### src/rtl/lsu_ram_bridge_pkg.sv
// Shared definitions for the load/store RAM bridge: access size encodings,
// bridge FSM states, captured-request payload and the clogb2 helper that the
// RAM also uses to size its address port.
package lsu_ram_bridge_pkg;

    // Access size encodings carried on req_size.
    localparam logic [1:0] SIZE_B = 2'd0;
    localparam logic [1:0] SIZE_H = 2'd1;
    localparam logic [1:0] SIZE_W = 2'd2;
    localparam logic [1:0] SIZE_X = 2'd3;

    typedef enum logic [1:0] {
        ST_IDLE = 2'd0,
        ST_ACC2 = 2'd1,
        ST_RDW  = 2'd2,
        ST_RSP  = 2'd3
    } lsu_state_e;

    // Request fields kept past the accept cycle for load alignment.
    typedef struct packed {
        logic [1:0] off;
        logic [1:0] size;
        logic       uns;
    } lsu_req_meta_t;

    // Number of bits needed to represent value (clogb2(2047) = 11).
    function automatic int unsigned clogb2(input int unsigned value);
        int unsigned v;
        int unsigned r;
        v = value;
        r = 0;
        for (int i = 0; i < 32; i++) begin
            if (v != 0) begin
                r = r + 1;
                v = v >> 1;
            end
        end
        return r;
    endfunction

    // Unshifted byte-lane mask for an access size; illegal size gives no lanes.
    function automatic logic [3:0] size_mask(input logic [1:0] size);
        case (size)
            SIZE_B:  return 4'b0001;
            SIZE_H:  return 4'b0011;
            SIZE_W:  return 4'b1111;
            default: return 4'b0000;
        endcase
    endfunction

endpackage

### src/rtl/lsu_ram_bridge_load_align.sv
// lsu_load_align: combinational load data shift and extend.
//   hi, lo   : second and first RAM words of the access ({hi, lo} window)
//   offset   : byte offset of the access within lo
//   size     : SIZE_B / SIZE_H / SIZE_W
//   uns      : 1 = zero-extend, 0 = sign-extend
//   rdata_c  : right-aligned, extended load data
module lsu_load_align
    import lsu_ram_bridge_pkg::*;
(
    input  logic [31:0] hi,
    input  logic [31:0] lo,
    input  logic [1:0]  offset,
    input  logic [1:0]  size,
    input  logic        uns,
    output logic [31:0] rdata_c
);

    logic [31:0] word_c;

    // Only the low word of the shifted 64-bit window is ever needed.
    assign word_c = 32'({hi, lo} >> {offset, 3'b000});

    always_comb begin
        rdata_c = word_c;
        case (size)
            SIZE_B:  rdata_c = {{24{~uns & word_c[7]}}, word_c[7:0]};
            SIZE_H:  rdata_c = {{16{~uns & word_c[15]}}, word_c[15:0]};
            default: rdata_c = word_c;
        endcase
    end

endmodule

### src/rtl/lsu_ram_bridge.sv
// lsu_ram_bridge: byte-addressed valid/ready load/store requests to word-indexed
// RAM port B accesses, with a held response register for load data.
//   clk, rst_n                      : clock, async active-low reset
//   req_valid/req_ready             : request handshake
//   req_we/addr/size/unsigned/wdata : request payload
//   rsp_valid/rsp_ready             : response handshake
//   rsp_rdata/rsp_err               : extended load data, access fault
//   ram_en/we/wem/addr/din, ram_dout: RAM port B (one-cycle read latency)
// Build option: define LSU_MISALIGN_SPLIT_EN to split misaligned accesses into
// two consecutive word accesses; otherwise misaligned accesses fault.
// ram_* and req_ready are combinational so the RAM sees the access in the
// accept cycle itself.
module lsu_ram_bridge
    import lsu_ram_bridge_pkg::*;
#(
    parameter int unsigned RAM_DEPTH = 2048,
    parameter logic [31:0] BASE_ADDR = 32'h0000_0000,
    localparam int unsigned AW = clogb2(RAM_DEPTH - 1)
) (
    input  logic          clk,
    input  logic          rst_n,
    input  logic          req_valid,
    output logic          req_ready,
    input  logic          req_we,
    input  logic [31:0]   req_addr,
    input  logic [1:0]    req_size,
    input  logic          req_unsigned,
    input  logic [31:0]   req_wdata,
    output logic          rsp_valid,
    input  logic          rsp_ready,
    output logic [31:0]   rsp_rdata,
    output logic          rsp_err,
    output logic          ram_en,
    output logic          ram_we,
    output logic [3:0]    ram_wem,
    output logic [AW-1:0] ram_addr,
    output logic [31:0]   ram_din,
    input  logic [31:0]   ram_dout
);

    lsu_state_e    state_q, state_d;
    lsu_req_meta_t meta_q;

    logic          accept;
    logic [1:0]    off;
    logic [31:0]   rel;
    logic [31:0]   widx;
    logic [3:0]    lane_m;
    logic          misal;
    logic          acc_err;
    logic          rsp_load;
    logic          rsp_err_d;
    logic [31:0]   rsp_rdata_d;
    logic [31:0]   align_hi;
    logic [31:0]   align_lo;
    logic [31:0]   align_rdata_c;

`ifdef LSU_MISALIGN_SPLIT_EN
    logic [7:0]    sh_mask;
    logic [63:0]   sh_data;
    logic          split_oob;
    logic          split_q;
    logic          we_q;
    logic [AW-1:0] w1_q;
    logic [3:0]    wem_hi_q;
    logic [31:0]   din_hi_q;
    logic [31:0]   lo_q;
`else
    logic [3:0]    sh_mask;
    logic [31:0]   sh_data;
`endif

    // Request decode: word index, lanes, alignment and fault detection.
    assign req_ready = (state_q == ST_IDLE) && rst_n;
    assign accept    = req_valid && req_ready;
    assign off       = req_addr[1:0];
    assign rel       = req_addr - BASE_ADDR;
    assign widx      = rel >> 2;
    assign lane_m    = size_mask(req_size);
    assign misal     = ((req_size == SIZE_W) && (off != 2'd0)) ||
                       ((req_size == SIZE_H) && (off == 2'd3));

`ifdef LSU_MISALIGN_SPLIT_EN
    assign sh_mask   = {4'b0000, lane_m} << off;
    assign sh_data   = {32'h0, req_wdata} << {off, 3'b000};
    assign split_oob = (widx + 32'd1) >= 32'(RAM_DEPTH);
    assign acc_err   = (req_size == SIZE_X) || (widx >= 32'(RAM_DEPTH)) ||
                       (misal && split_oob);
    assign align_hi  = split_q ? ram_dout : 32'h0;
    assign align_lo  = split_q ? lo_q : ram_dout;
`else
    assign sh_mask   = lane_m << off;
    assign sh_data   = req_wdata << {off, 3'b000};
    assign acc_err   = (req_size == SIZE_X) || (widx >= 32'(RAM_DEPTH)) || misal;
    assign align_hi  = 32'h0;
    assign align_lo  = ram_dout;
`endif

    lsu_load_align u_load_align (
        .hi      (align_hi),
        .lo      (align_lo),
        .offset  (meta_q.off),
        .size    (meta_q.size),
        .uns     (meta_q.uns),
        .rdata_c (align_rdata_c)
    );

    // State register.
    always_ff @(posedge clk or negedge rst_n) begin
        if (!rst_n) begin
            state_q <= ST_IDLE;
        end else begin
            state_q <= state_d;
        end
    end

    // Next state, RAM port drive and response load.
    always_comb begin
        state_d     = state_q;
        ram_en      = 1'b0;
        ram_we      = 1'b0;
        ram_wem     = 4'b0000;
        ram_addr    = '0;
        ram_din     = 32'h0;
        rsp_load    = 1'b0;
        rsp_err_d   = 1'b0;
        rsp_rdata_d = 32'h0;
        case (state_q)
            ST_IDLE: begin
                if (accept) begin
                    if (acc_err) begin
                        state_d   = ST_RSP;
                        rsp_load  = 1'b1;
                        rsp_err_d = 1'b1;
                    end else begin
                        ram_en   = 1'b1;
                        ram_we   = req_we;
                        ram_addr = widx[AW-1:0];
                        ram_wem  = sh_mask[3:0];
                        ram_din  = sh_data[31:0];
`ifdef LSU_MISALIGN_SPLIT_EN
                        if (misal) begin
                            state_d = ST_ACC2;
                        end else
`endif
                        if (req_we) begin
                            state_d  = ST_RSP;
                            rsp_load = 1'b1;
                        end else begin
                            state_d = ST_RDW;
                        end
                    end
                end
            end
`ifdef LSU_MISALIGN_SPLIT_EN
            ST_ACC2: begin
                ram_en   = 1'b1;
                ram_we   = we_q;
                ram_addr = w1_q;
                ram_wem  = wem_hi_q;
                ram_din  = din_hi_q;
                if (we_q) begin
                    state_d  = ST_RSP;
                    rsp_load = 1'b1;
                end else begin
                    state_d = ST_RDW;
                end
            end
`endif
            ST_RDW: begin
                state_d     = ST_RSP;
                rsp_load    = 1'b1;
                rsp_rdata_d = align_rdata_c;
            end
            ST_RSP: begin
                if (rsp_ready) begin
                    state_d = ST_IDLE;
                end
            end
            default: begin
                state_d = ST_IDLE;
            end
        endcase
    end

    // Request fields needed after the accept cycle.
    always_ff @(posedge clk or negedge rst_n) begin
        if (!rst_n) begin
            meta_q <= '0;
        end else if (accept) begin
            meta_q.off  <= off;
            meta_q.size <= req_size;
            meta_q.uns  <= req_unsigned;
        end
    end

`ifdef LSU_MISALIGN_SPLIT_EN
    // Second-access copies and the first read word of a split load.
    always_ff @(posedge clk or negedge rst_n) begin
        if (!rst_n) begin
            split_q  <= 1'b0;
            we_q     <= 1'b0;
            w1_q     <= '0;
            wem_hi_q <= 4'b0000;
            din_hi_q <= 32'h0;
            lo_q     <= 32'h0;
        end else begin
            if (accept) begin
                split_q  <= misal;
                we_q     <= req_we;
                w1_q     <= AW'(widx + 32'd1);
                wem_hi_q <= sh_mask[7:4];
                din_hi_q <= sh_data[63:32];
            end
            if (state_q == ST_ACC2) begin
                lo_q <= ram_dout;
            end
        end
    end
`endif

    // Held response; ram_dout may change after capture, rsp_rdata may not.
    always_ff @(posedge clk or negedge rst_n) begin
        if (!rst_n) begin
            rsp_valid <= 1'b0;
            rsp_rdata <= 32'h0;
            rsp_err   <= 1'b0;
        end else if (rsp_load) begin
            rsp_valid <= 1'b1;
            rsp_rdata <= rsp_rdata_d;
            rsp_err   <= rsp_err_d;
        end else if ((state_q == ST_RSP) && rsp_ready) begin
            rsp_valid <= 1'b0;
        end
    end

endmodule

### config.mk
export PLATFORM = sky130hd
export DESIGN_NAME = lsu_ram_bridge
export DESIGN_NICKNAME = d
export VERILOG_FILES = /design/src/rtl/lsu_ram_bridge_pkg.sv /design/src/rtl/lsu_ram_bridge_load_align.sv /design/src/rtl/lsu_ram_bridge.sv
export SDC_FILE = /design/constraint.sdc
export NUM_CORES = 1
export LEC_CHECK = 0
export CAP_MARGIN = 0
export CORE_MARGIN = 4
export CORE_UTILIZATION = 35
export CTS_CLUSTER_SIZE = 20
export DETAILED_ROUTE_END_ITERATION = 6
export GPL_TIMING_DRIVEN = 1
export PLACE_DENSITY = 0.76
export SLEW_MARGIN = 5
export SYNTH_ARGS = -nofsm -noshare
export SYNTH_HDL_FRONTEND = slang
export SYNTH_HIERARCHICAL = 1
export SYNTH_SLANG_ARGS = --single-unit
### constraint.sdc
create_clock -name clk -period 3.2 [get_ports clk]
set_clock_uncertainty 0.2 [all_clocks]
set_input_delay 0.64 -clock clk [delete_from_list [all_inputs] [get_ports clk]]
set_output_delay 0.64 -clock clk [all_outputs]
set_load 0.02 [all_outputs]
; After elaboration in Yosys (flattened, before gate mapping)
; Index checks and enable logic that the tools add are counted.
[word_totals]
register_bits = 41
elab_cells = 69
output_inout_bits = 84
input_bits = 104
[classes]
muxes = 32
bitwise_logic = 3
n_eq_ne = 9
n_lt_le_gt_ge = 1
n_reduce_logical = 14
shifts = 3
[ops]
columns = cell, n
row1 = $mux W32, 4
row2 = $pmux W32 S2, 1
row3 = $mux W11, 3
row4 = $shl A32 B5 Y32, 1
row5 = $shr A32 B5 Y32, 1
row6 = $ge A30 B12 Y1 const B, 1
row7 = $mux W1, 16
row8 = $mux W4, 3
row9 = $pmux W4 S3, 1
row10 = $eq A2 B2 Y1 const B, 5
row11 = $logic_not A2 Y1, 3
row12 = $pmux W2 S3, 1
row13 = $logic_and A1 B1 Y1, 5
row14 = $eq A2 B1 Y1 const B, 2
row15 = $mux W2, 2
row16 = $ne A2 B2 Y1 const B, 2
row17 = $reduce_bool A2 Y1, 2
row18 = $shl A4 B2 Y4, 1
row19 = $logic_or A1 B1 Y1, 3
row20 = $and A1 B1 Y1, 2
row21 = $pmux W1 S2, 1
row22 = $reduce_and A2 Y1, 1
row23 = $not A1 Y1, 1

; Logic depth before layout (Yosys ltp)
[depth]
ltp_word = 8
depth_mapped = 9
mapped_depth_nobuf = 7

; Modules after synthesis
; Netlist, hierarchy kept.
[by_module_without_submodules]
columns = mod, seq_area_each_um2, instances, cells_per_inst, area_each_um2
row1 = lsu_ram_bridge, 1026.0, 1, 252, 2462.4
row2 = lsu_load_align, 0.0, 1, 101, 1109.8

; Worst setup path before layout
; No wires, ideal clock.
[synth_path]
path_kind = input to output
start = input port req_size[0]
end = output port ram_din[0]
path_buffers = 0
path_slack_ns = -0.038
arrival_time_ns = 2.398
path_stages = 5
required_ns = 2.360
cell_sequence = ha_1 nor4_1 nand4_1 nor4_2 and2_1
[synth_via]
elab_chain_cells = 7
elab_cells_between_ends = 11
cone_classes = eq/ne: 3 / mux: 3 / reduce/logical: 5
[synth_lines]
columns = item, line_no
row1 = "start, declared", lsu_ram_bridge.sv:26  ; input logic [1:0] req_size,
row2 = $eq A2 B2 Y1 / $eq A2 B1 Y1 (equally long branches), "lsu_ram_bridge.sv:80, lsu_ram_bridge.sv:81"
row3 = "$logic_and A1 B1 Y1, on equally long branches", "lsu_ram_bridge.sv:80, lsu_ram_bridge.sv:81"
row4 = $logic_or A1 B1 Y1, lsu_ram_bridge.sv:80  ; assign misal = ((req_size == SIZE_W) && (off != 2'd0)) ||
row5 = $logic_or A1 B1 Y1 *, lsu_ram_bridge.sv:94  ; assign acc_err = (req_size == SIZE_X) || (widx >= 32'(RAM_DEPTH)) || misal;
row6 = $mux W32 *, lsu_ram_bridge.sv:131  ; if (acc_err) begin
row7 = $mux W32 *, lsu_ram_bridge.sv:130  ; if (accept) begin
row8 = $mux W32 *, lsu_ram_bridge.sv:128  ; case (state_q)
row9 = "end, declared", lsu_ram_bridge.sv:37  ; output logic [31:0] ram_din,
; Every way passes the cells marked *; elsewhere a longest branch is shown, timed or not.

; Final worst setup path
[layout_path]
start = input port req_addr[20]
end = output port ram_wem[1]
[layout_via]
elab_chain_cells = 6
[layout_lines]
columns = item, line_no
row1 = "start, declared", lsu_ram_bridge.sv:25  ; input logic [31:0] req_addr,
row2 = $ge A30 B12 Y1, lsu_ram_bridge.sv:94
row3 = $logic_or A1 B1 Y1 (2 in a row), lsu_ram_bridge.sv:94
row4 = $mux W4, lsu_ram_bridge.sv:131
row5 = $mux W4, lsu_ram_bridge.sv:130
row6 = $mux W4, lsu_ram_bridge.sv:128
row7 = "end, declared", lsu_ram_bridge.sv:35  ; output logic [3:0] ram_wem,
; Every way passes these cells.

==> summary.txt <==
outcome: completed
Logic pwr share: 63.7%
slew at the pin closest to its max-slew limit: 797.3 ps
number of flops mapped to enable cells by yosys: 0
first-pass GRT wire length: 20,870 um
Synth Instances: 353
H-tree depth: 2
Worst Path Buf+Inv: 3
share of layout cells above drive strength 1: 31.03%
Leak: 2.618 nW
Vias/cell: 5.185
Pwr Total: 3.634 mW
DR DRC count: 0
Site Rows: 36
CTS Hold Bufs: 0
Max Slew Vio Count: 0
Avg Cell Area, Syn: 10.12 sq um
total track usage: 22.75%
Layout area overhead: 68.69%
setup violators final: 0
DP Wirelength: 10,400 um
IO Port Bufs: 187
Post-synth ARST share: 100.0%
antenna viol nets, final: 0
sequential area share after synthesis: 28.72%
clock-pin slew on the worst setup and hold paths: 80 ps
Sequential Power Share: 26.4%
Net Sw Power: 1.527 mW
Root Driver: clkbuf_8
core area: 0.009864 sq mm
Main synth FF type: dfrtp_1
vias: 3,764
Ys Warns: 6
max-cap violations: 0
io pins: 188
Final Instance Count excl. Fillers: 726
placed insts: 714
post-synth top area cell: dfrtp_1
synth top area cells: dfrtp_1 (29%), mux4_2 (21%), a22o_1 (7.8%)
WL per Instance: 18.70 um
Die Span X: 109.0 um
Filler cells: 839
Crit Path Category: in2out
gpl congestion: 0.9216
CP arrival: 2320 ps
CTS tree: yes
initial antenna violation count: 0
die height: 109.0 um
reg2reg start: meta_q[1]
initial DRC count: 239
family with the most delay on the worst path: simple AND/OR/NAND/NOR gates
Sw Ratio: 42.02%
Nets: 700
Power Dens Cells: 603.1 mW/mm^2
post-synth top area share: 28.72%
VDD IR-drop max: 0.3678 mV
Pre-antenna DRT Iters: 4
Crit. Startpoint: req_addr[20]
Clock Latency Late Sink: 290 ps
vias in the first global route: 3,901
CP Launch Type: primary input
worst min path class: in2async
Max Root-Sink Buffers: 2
Overflow after GRT: 0
RSZ-0062 raised after global routing: true
pin count of the biggest net entering global routing: 44
max frequency: 316.5 MHz
Worst path slowest cell: or3_4
Clock Sinks: 41
slowest cell delay on critical path: 470 ps
WL final: 13,580 um
final instance area: 0.006026 sq mm
Fin. Hold Viols: 0
CP Capture Type: output port
Cell Int Power: 2.107 mW
total clock buffers created by CTS: 5
placed cell areas: 0.005824 sq mm
Post-Syn Area: 0.003572 sq mm
CP Max Fanout: 7
fin crit period: 3160 ps
Tcrit/Tclk final: 98.75%
Starting Density: 36.21%
Slew Limit Headroom: 46.85%
DIE AREA: 0.01189 sq mm
# diodes: 0
fin util: 61.09%
Yosys reg bits: 41
clock share of power: 10.0%
Netlist cell types: 40
worst-path cell chain: dlygate4sd2_1 -> nor4_4 -> o211ai_1 -> or3_4 -> buf_12 -> nor4b_4 -> buf_4
Critical Path RT: 2360 ps
[cell usage in the layout (no fill, tap or decap), types with 3 or more instances in the layout]
cell             netlist  final
o21ai_0               18     18
inv_1                  5      3
dfrtp_1               41     40
clkbuf_2               0     11
dlygate4sd2_1          0      5
mux4_2                33     33
buf_6                  8     13
a211oi_2               2      6
ha_4                   0      3
clkdlybuf4s50_1        0    113
a211oi_1              15     11
clkdlybuf4s15_1        0      3
buf_2                 10     22
clkbuf_8               0      6
conb_1                 1     49
clkdlybuf4s15_2        0     12
and2_1                20     13
nor3_2                 8      8
and2_4                 0      7
buf_4                  3     35
a22o_1                32     32
o21ai_1                9      9
nor4_2                 1      3
nor2b_1                8      8
nor2_1                22     21
nor4_4                 0      3
a21oi_1               15     14
mux2i_1               16     16
nand2_1               40     39
[power groups by stage]
stage          clock (mW)  combinational [mW]  sequential [mW]
5_1_grt             0.391                2.49            0.998
3_5_place_dp            0                2.30            0.969
6_report            0.363                2.31            0.958
4_1_cts             0.373                2.32            0.963
2_1_floorplan           0                1.44             1.05
3_3_place_gp            0                2.26            0.963
[synthesized netlist by cell type, drive strengths merged (2+ instances only)]
library cell   n
or3            3
nand2         40
nor2b          8
nor3          10
mux4          34
o21ai         28
nand2b         2
clkbuf        12
nand3          2
a22o          32
mux2i         17
buf           24
inv            6
ha             4
a21oi         15
a211oi        17
nor2          22
and2          20
nor4           7
dfrtp         41
[cell type report]
cell class / count / area [sq um] / share of cell area [%]
tap: 133 / 166.4 / 2.762
clock inverter: 2 / 13.76 / 0.2284
clock buffer: 6 / 82.58 / 1.370
timing repair buffer: 220 / 2049 / 34.01
sequential: 41 / 1027 / 17.05
inverter: 6 / 30.03 / 0.4983
multi-input combinational: 318 / 2656 / 44.08
[metrics by stage]
step / hold slack (ps) / setup WS [ps] / TNS (ps)
floorplan: 144.4 / -37.59 / -521.2
global placement: 263.9 / -821.0 / -34940
detailed placement: 281.1 / -918.0 / -38760
CTS: 282.8 / -3.269 / -3.269
global route: 302.4 / -45.90 / -139.3
finish: 265.0 / 40.06 / 0
[state kept, by name, summed over array words and instances (netlist names)]
name / count
rsp_rdata: 32
state_q: 2
meta_q: 5
rsp_valid: 1
rsp_err: 1
[worst register-to-register path, stage by stage (launching register included)]
cell and delay (ps):
dfrtp_1 600, mux4_1 650, mux2i_4 450, o21ai_0 190, a22o_1 240
[cell families (layout without fill, tap and decap cells)]
family                     Yosys count  count (layout)  share of synthesized area (%)
DFF                                 41              41                          28.72
other                                1              49                         0.1050
muxes                               51              51                          26.65
buffers and inverters               42             234                          6.760
AOI/OAI and AO/OA                   94              94                          18.49
and+or+nand+nor                    120             120                          17.86
adders and majority gates            4               4                          1.401
[metal layers]
metal / track usage [%] / vias up / routed length (um)
met2: 40.79 / 122 / 7382
met3: 3.434 / 26 / 645
met5: 0 / - / 0
li1: - / 1762 / -
met4: 6.763 / 0 / 317
met1: 28.14 / 1854 / 5231
[worst paths after layout]
check                                 to  slack, ps  depth (start not counted)
setup / recovery              ram_wem[1]         40                          7
hold / removal             rsp_rdata[12]        260                          2
setup reg to reg           rsp_rdata[30]        750                          4
hold reg to reg             rsp_rdata[6]        310                          1
max in group asynchronous      meta_q[3]       2150                          2
min in group clk            rsp_rdata[6]        310                          1
[timing repair]
action / in CTS / in global routing
setup buffers: 1 / 0
resized for setup: 288 / 41
gates cloned: 3 / 1
setup endpoints to repair: 49 / 38
pin swaps: 11 / 7
Note: power is estimated with default switching activity, not from simulation.
